`src/rtl/reel_pkg.sv`:
```
// Shared definitions for the reel encoder front end: quadrature state codes,
// the clockwise successor lookup and the transition classifier.
package reel_pkg;

    localparam int REEL_W = 14;

    localparam logic [1:0] Q00 = 2'b00;
    localparam logic [1:0] Q01 = 2'b01;
    localparam logic [1:0] Q11 = 2'b11;
    localparam logic [1:0] Q10 = 2'b10;

    typedef enum logic [1:0] {
        DEC_NONE    = 2'd0,
        DEC_CW      = 2'd1,
        DEC_CCW     = 2'd2,
        DEC_ILLEGAL = 2'd3
    } dec_kind_e;

    function automatic logic [1:0] cw_next(input logic [1:0] s);
        case (s)
            Q00:     return Q01;
            Q01:     return Q11;
            Q11:     return Q10;
            default: return Q00;
        endcase
    endfunction

    // A two-bit jump (both channels flipped) cannot be attributed to a direction.
    function automatic dec_kind_e classify(input logic [1:0] prev, input logic [1:0] cur);
        if (cur == prev)               return DEC_NONE;
        else if (cur == cw_next(prev)) return DEC_CW;
        else if (prev == cw_next(cur)) return DEC_CCW;
        else                           return DEC_ILLEGAL;
    endfunction

endpackage

```
`src/rtl/quad_debounce.sv`:
```
// One encoder channel: two-flop synchroniser followed by a level debouncer that
// pulses changed whenever a new level is accepted (including the first one after reset).
module quad_debounce #(
    parameter int DEBOUNCE_CYCLES = 1000
) (
    input  logic clk,
    input  logic rst,
    input  logic raw_in,
    output logic level_out,
    output logic changed
);

    localparam int CNT_W = $clog2(DEBOUNCE_CYCLES + 1);
    localparam logic [CNT_W-1:0] CNT_DONE = CNT_W'(DEBOUNCE_CYCLES);

    logic             sync1;
    logic             sync2;
    logic             settled;
    logic [CNT_W-1:0] cnt;

    always_ff @(posedge clk) begin
        if (rst) begin
            sync1     <= 1'b0;
            sync2     <= 1'b0;
            level_out <= 1'b0;
            settled   <= 1'b0;
            cnt       <= '0;
            changed   <= 1'b0;
        end else begin
            sync1   <= raw_in;
            sync2   <= sync1;
            changed <= 1'b0;
            if (!settled) begin
                // After reset the level is unknown: track the sample and accept it once stable.
                if (sync2 != level_out) begin
                    level_out <= sync2;
                    cnt       <= '0;
                end else if (cnt == CNT_DONE) begin
                    settled <= 1'b1;
                    cnt     <= '0;
                    changed <= 1'b1;
                end else begin
                    cnt <= cnt + 1'b1;
                end
            end else if (sync2 != level_out) begin
                if (cnt == CNT_DONE) begin
                    level_out <= sync2;
                    cnt       <= '0;
                    changed   <= 1'b1;
                end else begin
                    cnt <= cnt + 1'b1;
                end
            end else begin
                cnt <= '0;
            end
        end
    end

endmodule

```
`src/rtl/reel_encoder_frontend.sv`:
```
// Quadrature reel crank front end: debounced channels, direction decode and a
// saturating credit accumulator drained by the game tick.
module reel_encoder_frontend
    import reel_pkg::*;
#(
    parameter int DEBOUNCE_CYCLES = 1000,
    parameter int STEP_CREDIT     = 4,
    parameter int DECAY           = 1,
    parameter int CREDIT_MAX      = 16383
) (
    input  logic        clk,
    input  logic        rst,
    input  logic        enc_a,
    input  logic        enc_b,
    input  logic        tick,
    output logic [13:0] reel,
    output logic        step_valid,
    output logic        step_dir,
    output logic        err
);

    localparam logic signed [15:0] STEP_S = 16'(STEP_CREDIT);
    localparam logic signed [15:0] DECAY_S = 16'(DECAY);
    localparam logic signed [15:0] MAX_S = 16'(CREDIT_MAX);

    logic              lvl_a;
    logic              lvl_b;
    logic              chg_a;
    logic              chg_b;
    logic              primed;
    logic [1:0]        prev_ab;
    logic [1:0]        cur_ab;
    dec_kind_e         kind;
    logic signed [15:0] acc_next;
    logic [REEL_W-1:0] reel_next;

    quad_debounce #(.DEBOUNCE_CYCLES(DEBOUNCE_CYCLES)) u_deb_a (
        .clk       (clk),
        .rst       (rst),
        .raw_in    (enc_a),
        .level_out (lvl_a),
        .changed   (chg_a)
    );

    quad_debounce #(.DEBOUNCE_CYCLES(DEBOUNCE_CYCLES)) u_deb_b (
        .clk       (clk),
        .rst       (rst),
        .raw_in    (enc_b),
        .level_out (lvl_b),
        .changed   (chg_b)
    );

    assign cur_ab = {lvl_a, lvl_b};
    assign kind   = classify(prev_ab, cur_ab);

    // Net the step credit and tick decay first, then clamp once.
    always_comb begin
        acc_next = $signed({2'b00, reel});
        if (step_valid && step_dir) acc_next = acc_next + STEP_S;
        if (tick)                   acc_next = acc_next - DECAY_S;
        if (acc_next < 0)           reel_next = '0;
        else if (acc_next > MAX_S)  reel_next = REEL_W'(CREDIT_MAX);
        else                        reel_next = acc_next[REEL_W-1:0];
    end

    always_ff @(posedge clk) begin
        if (rst) begin
            reel       <= '0;
            step_valid <= 1'b0;
            step_dir   <= 1'b0;
            err        <= 1'b0;
            primed     <= 1'b0;
            prev_ab    <= Q00;
        end else begin
            step_valid <= 1'b0;
            step_dir   <= 1'b0;
            err        <= 1'b0;
            reel       <= reel_next;
            // Channels accepted in the same cycle fold into a single transition.
            if (chg_a || chg_b) begin
                prev_ab <= cur_ab;
                if (!primed) begin
                    primed <= 1'b1;
                end else begin
                    case (kind)
                        DEC_CW: begin
                            step_valid <= 1'b1;
                            step_dir   <= 1'b1;
                        end
                        DEC_CCW:     step_valid <= 1'b1;
                        DEC_ILLEGAL: err <= 1'b1;
                        default: ;
                    endcase
                end
            end
        end
    end

endmodule
```
`config.mk`:
```
export PLATFORM = sky130hd
export DESIGN_NAME = reel_encoder_frontend
export DESIGN_NICKNAME = d
export VERILOG_FILES = /design/src/rtl/reel_pkg.sv /design/src/rtl/quad_debounce.sv /design/src/rtl/reel_encoder_frontend.sv
export SDC_FILE = /design/constraint.sdc
export NUM_CORES = 1
export LEC_CHECK = 0
export ABC_AREA = 1
export CAP_MARGIN = 10
export CELL_PAD_IN_SITES_DETAIL_PLACEMENT = 2
export CELL_PAD_IN_SITES_GLOBAL_PLACEMENT = 2
export CORE_MARGIN = 10
export CORE_UTILIZATION = 30
export DETAILED_ROUTE_END_ITERATION = 6
export GPL_TIMING_DRIVEN = 1
export HOLD_SLACK_MARGIN = 0.06
export PLACE_DENSITY = 0.78
export SYNTH_ARGS = -nofsm -noshare
export SYNTH_HDL_FRONTEND = slang
export SYNTH_SLANG_ARGS = --single-unit
export TNS_END_PERCENT = 5
```
`constraint.sdc`:
```
create_clock -name clk -period 2.1 [get_ports clk]
set_input_delay 0.525 -clock clk [delete_from_list [all_inputs] [get_ports clk]]
set_output_delay 0.525 -clock clk [all_outputs]
set_load 0.01 [all_outputs]
```
==> impl_results.md, run 1 <==
* Place WS at -0.5586 ns
* Skew final at 0.01224 ns
* Req. time, crit path at 2.32 ns
* Layout cells sized above 1 at about 33%
* Post-route ant nets at 0
* Vias in the first global route at roughly 3.1k
* FP Rows at 35
* DP Area at 0.003518 mm2
* Clock slew at reported path FFs at 0.10 ns
* Synthesized Nets at 396
* Final setup vio count at 14
* RSZ-0062 raised after global routing: true
* Cells after Synth at around 380
* Dpl hpwl at 6695 um
* Ys Warns at 0
* Worst path arrival time at 2.50 ns
* IO Pins at 22
* Routed wire length at 10,860 um
* Placeable core area at between 0.009 and 0.01 mm2
* Post-synth EDFFs at 0
* Area Growth Syn to Fin at 40.89%
* Run status: finished with violations
* Static leakage at 1.828 nW
* HP Class: reg2reg
* Vias per inst at 4.743
* Max Cap Viol at 0
* Pin count of the biggest net entering global routing at 17
* VDD IR max at 0.0003733 V
* Post-synthesis instance area at 0.002892 mm2
* Commonest cells after routing, fill and taps aside: 55 x inv_1, 48 x nand2_1, 46 x nor2_1
* WL/cell at 18.37 um
* CTS Buf Count at 5
* DR DRC count at 0
* Synth unique cells at 36
* Worst skew pair latency at 0.32 ns
* H-tree depth at 2
* Final min period at between 2 and 2.5 ns
* CTS sink count at 50
* Worst slew pin tran at approximately 0.52 ns
* CP Capture Type: flip-flop
* Nets at between 400 and 500
* Port buffer count at 21
* Cell Pwr Density at between 1000 and 1500 mW/mm2
* Primary FF master, synth: dfxtp_1
* Global-route wire length before repair at 16,700 um
* Critical path fanouts, max at 6
* Commonest non-fill, non-tap cell in the layout: inv_1
* Final WS setup at -0.1792 ns
* Final Hold Vio Count at 0
* Startpoint type of the worst setup path: flip-flop
* Max-slew violations at 0
* Post-route cell area at 0.004074 mm2
* Global Route Usage Sum at 14.36%
* Clock Root Buffer: clkbuf_8
* Tcrit/Tclk final at 108.5%
* DRT Pass-1 Iters at 4
* Met1 GRT Util at 15.35%
* Max frequency at 438.8 MHz
* Chip width at 118.2 um
* CTS tree: built
* WS Path Type: reg2reg
* Slew HR at 65.09%
* Initial antenna violation count at 0
* Vert. Die Dim at 118.2 um
* Die Area at about 0.014 mm2
* Placer Congestion at 0.7787
* WHS at 0.4087 ns
* Flops & latches, synth at 50
* GR Util met3 at 2.047%
* Failing checks: negative setup slack
* Global route total overflow at 0
* Most Crowded Layer GR: met2
* Initial DRC Count at 90
* Post-synth ARST share at 0%
* Grt met2 use at 28.62%
* Clock Path Buffers at 2
* Number of diodes at 0
* Initial Util at 31.00%
* Avg Synthesized Cell Area at about 7.5 um2
* Vias post-DR at 2,803
* Sequential share of the synthesized area at 34.62%
per-layer routing:
layer / vias to the layer above / wire [um]
met5: - / 0
li1: 1357 / -
met3: 21 / 264
met2: 44 / 6029
met4: 0 / 318
met1: 1381 / 4243
registers in the layout, indices dropped and copies added (netlist names), 2 cells and up:
register,count
reel,14
prev_ab,2
u_deb_a.cnt,10
u_deb_b.cnt,10
power breakdown:
| part | switching, mW | total, mW | internal [mW] | leakage (nW) |
|---|---|---|---|---|
| combinational | 1.52 | 2.72 | 1.20 | 1.36 |
| clock | 0.350 | 0.708 | 0.358 | 0.0585 |
| sequential | 0.188 | 1.27 | 1.09 | 0.411 |
synth_stat cells (6+ instances only):
cell	instances	area [um2]
o21ai_0	7	35.03
ha_1	8	100.1
xnor2_1	11	96.34
nand2_2	10	62.56
xor2_1	13	113.9
nand2_1	59	221.5
nor2_2	6	37.54
nand3_1	23	115.1
dfxtp_1	50	1001
nor2_4	7	78.83
nand3_2	18	180.2
nor3_1	9	45.04
nor2_1	52	195.2
inv_1	61	229.0
a21oi_1	10	50.05
layout make-up:
cell class / instances / area, um2
clock inverter: 3 / 43.79
multi-input combinational: 265 / 1832
sequential: 50 / 1018
tap: 129 / 161.4
inverter: 65 / 246.5
clock buffer: 5 / 68.82
timing repair buffer: 74 / 703.2
fill: 1042 / 5254
what timing repair did:
item,4_1_cts,5_1_grt
hold buffers,0,0
setup buffers,15,2
setup endpoints to repair,14,14
resized for setup,45,28
cloned,2,1
pin swaps,25,30
per-stage QoR:
stage | utilization [%] | power, mW | setup TNS [ns] | cells
after global placement | 37.72 | 3.104 | -4.120 | 566
after CTS | 42.37 | 4.334 | -0.01425 | 588
final | 43.68 | 4.702 | -1.412 | 591
after floorplan | - | 2.392 | 0 | 383
after global routing | 43.68 | 4.985 | -3.097 | 591
after detailed placement | 37.72 | 3.243 | -7.237 | 566
worst max-delay path, stage by stage, from the launching register on:
cell	delay [ns]
dfxtp_4	0.40
buf_6	0.12
nand2_2	0.07
nor2_4	0.17
nand4_1	0.20
o21ai_1	0.18
nand2_1	0.11
buf_4	0.15
nor3_2	0.40
a21oi_4	0.18
nand2_1	0.14
inv_1	0.06
worst paths after layout:
kind,startpoint,endpoint,slack (ns),depth (start not counted)
setup / recovery,reel[3],reel[5],-0.18,11
hold / removal,u_deb_b.sync1,u_deb_b.sync2,0.41,2
hold reg to reg,u_deb_b.sync1,u_deb_b.sync2,0.41,2
setup reg to reg,reel[3],reel[5],-0.18,11
logic make-up after synthesis:
group	after synthesis	share of synthesized area, %
and+or+nand+nor	206	39.03
buffers and inverters	69	10.08
DFF	50	34.62
AOI/OAI and AO/OA	26	5.539
xor gates and xnor gates	24	7.270
adders and majority gates	8	3.462
Note: power is estimated with default switching activity, not from simulation.
==> run 2, diff against run 1 <==
Settings changed: ABC_AREA 1 to default, PLACE_DENSITY 0.78 to 0.75.
==> run 2 against run 1 <==
The run still ends with negative setup slack left. Sequential cell count is the same. Hold slack gained 0.038 ns. Non-clock buffer count decreased by 16. Core utilization fell by 3.1 points. Sequential power decreased by 4%. Sequential share of layout area grew 5.1 points. Routed wire length down 30%. Total power decreased by 10%. Die area fell by 8.6%. Critical endpoint unchanged. Largest power group unchanged. Highest routed layer unchanged.
==> impl_results.md, run 2 <==
* Area Growth Syn to Fin at 29.76%
* Run status: finished with violations
* Pin count of the biggest net entering global routing at 15 (-2)
* Main combinational cell family by area after synthesis: simple AND/OR/NAND/NOR gates
* Synth Area in Adders at 3.859% (+0.40 points)
* CTS Buf Count at 5 (unchanged)
* Worst skew pair latency at 0.32 ns (about the same)
* Vias post-DR at 2,190 (-22%)
* Clock Root Buffer: clkbuf_8
* Largest Register: reel
* Max stage delay on crit path at 0.41 ns (about the same)
* Commonest cells after routing, fill and taps aside: 43 x dfxtp_1, 35 x buf_4, 33 x nor2_1
* Flops & latches, synth at 50 (unchanged)
* Global-route wire length before repair at 12,560 um (-25%)
* Layout cells sized above 1 at 25.15% (-8.2 points)
* FF+latch area at 0.001015 mm2 (-0.37%)
* Post-Synth Simple-Gate Area at 23.64% (-15 points)
* Synth cell count leaders: 50 x dfxtp_1, 35 x nor2_1, 24 x xnor2_1
* Failing checks: negative setup slack
* CTS tree: built
* Grt met2 use at 21.97% (-6.6 points)
* Cells after Synth at 285 (-26%)
* Skew final at 0.01019 ns (-0.002054 ns)
* HP Class: reg2reg
* Initial antenna violation count at 0 (unchanged)
* Dpl hpwl at 5546 um (-17%)
* Place WS at -0.2149 ns (+0.3437 ns)
* Cell Pwr Density at 1252 mW/mm2 (+8.5%)
* Clock Path Buffers at 2 (unchanged)
* Filler cells at 924 (-11%)
* IO Pins at 22 (unchanged)
* DRT Pass-1 Iters at 4 (unchanged)
* Port buffer count at 21 (unchanged)
* Nets at 354 (-25%)
* Die Area at 0.01276 mm2 (-8.6%)
* Vias in the first global route at 2,491 (-21%)
* Max-slew violations at 0 (unchanged)
* Mux share of post-synthesis cell area at 1.737% (+1.7 points)
* Placer Congestion at 0.7296 (-6.3%)
* Max FFs per register at 14 (unchanged)
* Post-route cell area at 0.003366 mm2 (-17%)
* Final Hold Vio Count at 0 (unchanged)
* Req. time, crit path at 2.35 ns (+0.03 ns)
* Global Route Usage Sum at 11.88% (-2.5 points)
* Met1 GRT Util at 13.18% (-2.2 points)
* FP Rows at 33 (-5.7%)
* WS Path Type: reg2reg
* GR Util met3 at 2.588% (+0.54 points)
* RSZ-0062 raised after global routing: true
* Ys Warns at 0 (unchanged)
* Placeable core area at 0.008299 mm2 (-11%)
* Max frequency at 458.5 MHz (+4.5%)
* Commonest non-fill, non-tap cell in the layout: dfxtp_1
* Slew HR at 71.21% (+6.1 points)
* Worst path arrival time at 2.43 ns (-0.07 ns)
* Yosys top cell area share at 38.59% (+4.0 points)
* WL/cell at 16.96 um (-7.7%)
* Synth Area in XOR/XNOR at 16.11% (+8.8 points)
* Chip width at 113.0 um (-4.4%)
* Final setup vio count at 11 (-3)
* H-tree depth at 2 (unchanged)
* Global route total overflow at 0 (unchanged)
* Static leakage at 1.290 nW (-29%)
* Crit path cell chain: ha_4 > and3_4 > and2_4 > a21oi_2 > o32a_4 > nor4_4 > mux2_4 > a21oi_2
* Critical path fanouts, max at 7 (+1)
* Sequential share of the synthesized area at 38.59% (+4.0 points)
* Initial DRC Count at 55 (-39%)
* Avg Synthesized Cell Area at 9.101 um2 (+21%)
* Primary FF master, synth: dfxtp_1
* Non-filler cells, final at 447 (-24%)
* Hold-fix buffers, CTS at 0 (unchanged)
* Vert. Die Dim at 113.0 um (-4.4%)
* Worst slew pin tran at 0.4309 ns (-0.08997 ns)
* Post-synthesis instance area at 0.002594 mm2 (-10%)
* Synthesized Nets at 298 (-25%)
* VDD IR max at 0.0003179 V (-15%)
* Initial Util at 31.25% (+0.25 points)
* Placed Cells at 435 (-23%)
* Number of diodes at 0 (unchanged)
* Final min period at 2.181 ns (-0.09835 ns)
* Most Crowded Layer GR: met2
* Startpoint type of the worst setup path: flip-flop
* Post-synth EDFFs at 0 (unchanged)
* Slowest CP cell: mux2_4
* CP Capture Type: flip-flop
* Post-synth ARST share at 0% (unchanged)
* Max Cap Viol at 0 (unchanged)
* Tcrit/Tclk final at 103.8% (-4.7 points)
* Final WS setup at -0.08081 ns (+0.09835 ns)
* Routed wire length at 7581 um (-30%)
* Most used cell along the critical path: a21oi_2
* Synth unique cells at 49 (+36%)
* Synth Area in Compound Gates at 11.67% (+6.1 points)
* DP Area at 0.003164 mm2 (-10%)
* Post-route ant nets at 0 (unchanged)
* Area of the multi-input gates at 0.001587 mm2 (-13%)
* DR DRC count at 0 (unchanged)
* CTS sink count at 50 (unchanged)
* Synth area leaders: dfxtp_1 39%, xnor2_1 8.1%, xor2_1 6.8%
* Top-count cell post-synth: dfxtp_1
* Vias per inst at 4.899 (+3.3%)
* Largest regs: reel x14, u_deb_a.cnt x10, u_deb_b.cnt x10
* Area leader, netlist: dfxtp_1
* Clock slew at reported path FFs at 0.10 ns (about the same)
[run 2: changes by cell type after synthesis, moves of 10 or more]
cell	previous run	this run
xnor2_1	11	24
nand2_1	59	20
nor2_1	52	35
nand2_2	10	0
inv_1	61	10
a21oi_2	0	10
nand3_2	18	1
[run 2: cell families (layout without fill, tap and decap cells)]
| group | Yosys count | in the layout |
|---|---|---|
| flops | 50 | 50 |
| buf+inv | 19 | 76 |
| mux | 4 | 4 |
| fa+ha+maj | 8 | 8 |
| compound gates | 41 | 41 |
| xor+xnor | 46 | 46 |
| simple gates | 117 | 117 |
[run 2: where the power goes]
group	internal (mW)	switching, mW	total, mW	leakage (nW)
clock	0.267	0.347	0.614	0.0482
sequential	1.10	0.120	1.22	0.411
combinational	1.19	1.19	2.38	0.831
[run 2: cell type report]
cell class / instances / share of cell area [%]
Multi-Input combinational cell: 216 / 47.14
Sequential cell: 50 / 30.15
Timing Repair Buffer: 58 / 14.98
Tap cell: 105 / 3.903
Clock buffer: 7 / 2.565
Inverter: 10 / 1.115
Clock inverter: 1 / 0.1487
[run 2: metal layers]
| layer | part of all wire, % | wire, um | vias to the layer above |
|---|---|---|---|
| met1 | 44 | 3333 | 1082 |
| met4 | 1.1 | 82 | 0 |
| met3 | 2.9 | 218 | 7 |
| met5 | 0 | 0 | - |
| met2 | 52 | 3946 | 26 |
| li1 | - | - | 1075 |
[run 2: worst paths after layout]
path | startpoint | endpoint | slack, ns | depth (start not counted)
worst max-delay path | reel[3] | reel[5] | -0.08 | 8
worst min-delay path | u_deb_a.sync1 | u_deb_a.sync2 | 0.45 | 1
worst max register to register | reel[3] | reel[5] | -0.08 | 8
worst min register to register | u_deb_a.sync1 | u_deb_a.sync2 | 0.45 | 1
[run 2: timing repair]
item,4_1_cts,5_1_grt
pin swaps,7,8
resized for setup,10,13
hold endpoints to repair,0,0
buffers inserted,2,2
setup endpoints to repair,14,14
[run 2: per-stage QoR]
| step | hold slack (ns) | setup TNS, ns | util [%] | power, mW |
|---|---|---|---|---|
| after floorplan | 0.4138 | -0.3697 | - | 2.477 |
| after global placement | 0.4177 | -0.8120 | 38.13 | 3.278 |
| after detailed placement | 0.4316 | -2.565 | 38.13 | 3.358 |
| after CTS | 0.4541 | -0.9772 | 39.76 | 4.077 |
| after global routing | 0.4734 | -1.815 | 40.55 | 4.488 |
| final | 0.4464 | -0.6831 | 40.55 | 4.215 |
[run 2: critical path, delay by kind of cell, from the launching register on]
family / cells / cell delay [ns]
simple gates: 3 / 0.73
compound gates: 3 / 0.43
mux: 1 / 0.41
flops: 1 / 0.38
fa+ha+maj: 1 / 0.15
==> run 3, diff against run 2 <==
Settings changed: CELL_PAD_IN_SITES_DETAIL_PLACEMENT 2 to default, CELL_PAD_IN_SITES_GLOBAL_PLACEMENT 2 to default, PLACE_DENSITY 0.75 to 0.54.
==> run 3 against run 2 <==
The flow still finishes with violations (negative setup slack). Clock power up 3%. Clock skew rose by 0.00052 ns. Register-to-register slack better by 0.02 ns. Global-route usage is 3.9 points lower. Core utilization fell by 0.23 points. First-iteration DRC count fell by 5.5%. Clock-buffer cell count is 1 lower. Critical path depth unchanged. Via count fell by 7.4%. Setup slack improved by 0.020 ns. Routed wire length is 31% lower. Critical endpoint unchanged. Largest cell class unchanged. Highest routed layer unchanged.
==> impl_results.md, run 3 (synthesis gave the netlist of run 2 again) <==
* Int Pwr at 2.578 mW (+0.68%)
* Largest Register: reel
* Tcrit/Tclk final at 102.9% (-0.94 points)
* Worst path arrival time at 2.40 ns (-0.03 ns)
* DP Area at 0.003187 mm2 (+0.71%)
* VDD IR max at 0.0003714 V (+17%)
* CP Capture Type: flip-flop
* Dpl hpwl at 4052 um (-27%)
* Area of the multi-input gates at 0.001568 mm2 (-1.2%)
* Net Switching at 1.456 mW (-12%)
* Setup_tns at -0.3582 ns (+0.3248 ns)
* Max stage delay on crit path at 0.40 ns (about the same)
* Met1 GRT Util at 10.75% (-2.4 points)
* Clock slew at reported path FFs at 0.10 ns (about the same)
* Run status: finished with violations
* Clock Root Buffer: clkbuf_8
* Routed wire length at 5261 um (-31%)
* WL/cell at 11.80 um (-30%)
* Nets at 353 (-0.28%)
* Skew final at 0.01071 ns (+0.0005231 ns)
* RSZ-0062 raised after global routing: true
* Initial Util at 31.25% (unchanged)
* Failing checks: negative setup slack
* Req. time, crit path at 2.34 ns (about the same)
* Crit path cell chain: ha_4 > a311o_1 > o21ai_1 > a41o_2 > nand2_4 > nor4_4 > mux2_4 > a21oi_2
* Placed Cells at 438 (+0.69%)
* Vert. Die Dim at 113.0 um (unchanged)
* Max Cap Viol at 0 (unchanged)
* Global-route wire length before repair at 8583 um (-32%)
* Grt met2 use at 11.71% (-10 points)
* Initial antenna violation count at 0 (unchanged)
* Global route total overflow at 0 (unchanged)
* Part of the power in registers at 30.6% (+1.5 points)
* CTS Buf Count at 5 (unchanged)
* Placer Congestion at 0.7758 (+6.3%)
* Worst slew pin tran at 0.3899 ns (-0.04091 ns)
* Vias post-DR at 2,028 (-7.4%)
* Clock Path Buffers at 2 (unchanged)
* Post-route cell area at 0.003347 mm2 (-0.56%)
* Max frequency at 462.7 MHz (+0.91%)
* GR Util met3 at 2.113% (-0.48 points)
* Static leakage at 1.295 nW (+0.35%)
* Place WS at -0.09129 ns (+0.1236 ns)
* Final setup vio count at 8 (-3)
* Global Route Usage Sum at 7.952% (-3.9 points)
* FF+latch area at 0.001010 mm2 (-0.49%)
* Cell Pwr Density at 1205 mW/mm2 (-3.7%)
* Area Growth Syn to Fin at 29.04%
* Commonest non-fill, non-tap cell in the layout: dfxtp_1
* Vias in the first global route at 1,846 (-26%)
* WS Path Type: reg2reg
* Clock network fraction of design power at 15.6% (+1.0 points)
* Non-filler cells, final at 446 (-0.22%)
* Die Area at 0.01276 mm2 (unchanged)
* CTS sink count at 50 (unchanged)
* Switch share at 36.10% (-3.1 points)
* Top Family by Delay on Critical Path: compound AO/OA/AOI/OAI gates
* Layout cells sized above 1 at 23.46% (-1.7 points)
* Startpoint type of the worst setup path: flip-flop
* Final Hold Vio Count at 0 (unchanged)
* Max-slew violations at 0 (unchanged)
* Initial DRC Count at 52 (-5.5%)
* Max FFs per register at 14 (unchanged)
* Commonest cells after routing, fill and taps aside: 45 x dfxtp_1, 35 x buf_4, 33 x nor2_1
* Worst skew pair latency at 0.30 ns (-0.02 ns)
* Vias per inst at 4.547 (-7.2%)
* Number of diodes at 0 (unchanged)
* Placeable core area at 0.008299 mm2 (unchanged)
* DR DRC count at 0 (unchanged)
* Slew HR at 73.76% (+2.5 points)
* Post-route ant nets at 0 (unchanged)
* Most Crowded Layer GR: met2
* Pin count of the biggest net entering global routing at 17 (+2)
* WHS at 0.4442 ns (-0.002268 ns)
* HP Class: reg2reg
* DRT Pass-1 Iters at 4 (unchanged)
* Critical path fanouts, max at 7 (unchanged)
* FP Rows at 33 (unchanged)
* Port buffer count at 21 (unchanged)
* Slowest CP cell: mux2_4
* Filler cells at 820 (-11%)
* Final min period at 2.161 ns (-0.01969 ns)
* CTS tree: built
* WP buf/inv at 0 (unchanged)
* Final WS setup at -0.06113 ns (+0.01969 ns)
* Largest regs: reel x14, u_deb_a.cnt x10, u_deb_b.cnt x10
* IO Pins at 22 (unchanged)
* Combinational power share at 53.8% (-2.6 points)
* H-tree depth at 2 (unchanged)
* Chip width at 113.0 um (unchanged)
-- run 3: layout make-up --
type / count / share of cell area (%)
clock buffers: 6 / 2.804
clock inverters: 2 / 0.4112
inverters: 10 / 1.121
multi-input cells: 216 / 46.84
flip-flops and latches: 50 / 30.17
well taps: 105 / 3.925
repair buffers: 57 / 14.73
-- run 3: routing by layer --
| metal | up-vias | wire length [um] | part of all wire, % |
|---|---|---|---|
| li1 | 1074 | - | - |
| met1 | 918 | 2689 | 51 |
| met2 | 28 | 2258 | 43 |
| met3 | 8 | 234 | 4.4 |
| met4 | 0 | 79 | 1.5 |
| met5 | - | 0 | 0 |
-- run 3: stage by stage --
stage / power, mW / utilization [%]
2_1_floorplan: 2.477 / -
3_3_place_gp: 3.322 / 38.40
3_5_place_dp: 3.314 / 38.40
4_1_cts: 4.006 / 39.91
5_1_grt: 4.284 / 40.33
6_report: 4.035 / 40.33
-- run 3: worst register-to-register path, cell delays in order (launching register included) --
cell     delay, ns
dfxtp_4       0.36
ha_4          0.16
a311o_1       0.34
o21ai_1       0.07
a41o_2        0.25
nand2_4       0.07
nor4_4        0.31
mux2_4        0.40
a21oi_2       0.14
-- run 3: repair_timing --
item                                    CTS  global route
pin swaps                                 0             7
gates resized for setup                   4             7
hold buffers                              0             0
setup buffers                             0             0
endpoints found under the setup margin   14            14
-- run 3: path summary, 6_finish.rpt --
| path | start | to | slack, ns | cells past startpoint |
|---|---|---|---|---|
| setup / recovery | reel[2] | reel[5] | -0.06 | 8 |
| hold / removal | u_deb_b.sync1 | u_deb_b.sync2 | 0.44 | 1 |
| setup reg to reg | reel[2] | reel[5] | -0.06 | 8 |
| hold reg to reg | u_deb_b.sync1 | u_deb_b.sync2 | 0.44 | 1 |
-- run 3: power groups by stage --
stage | combinational, mW | clock, mW | sequential, mW
CTS | 2.12 | 0.658 | 1.23
detailed placement | 2.06 | 0 | 1.25
global placement | 2.07 | 0 | 1.25
floorplan | 1.13 | 0 | 1.35
global route | 2.34 | 0.690 | 1.25
finish | 2.17 | 0.630 | 1.23
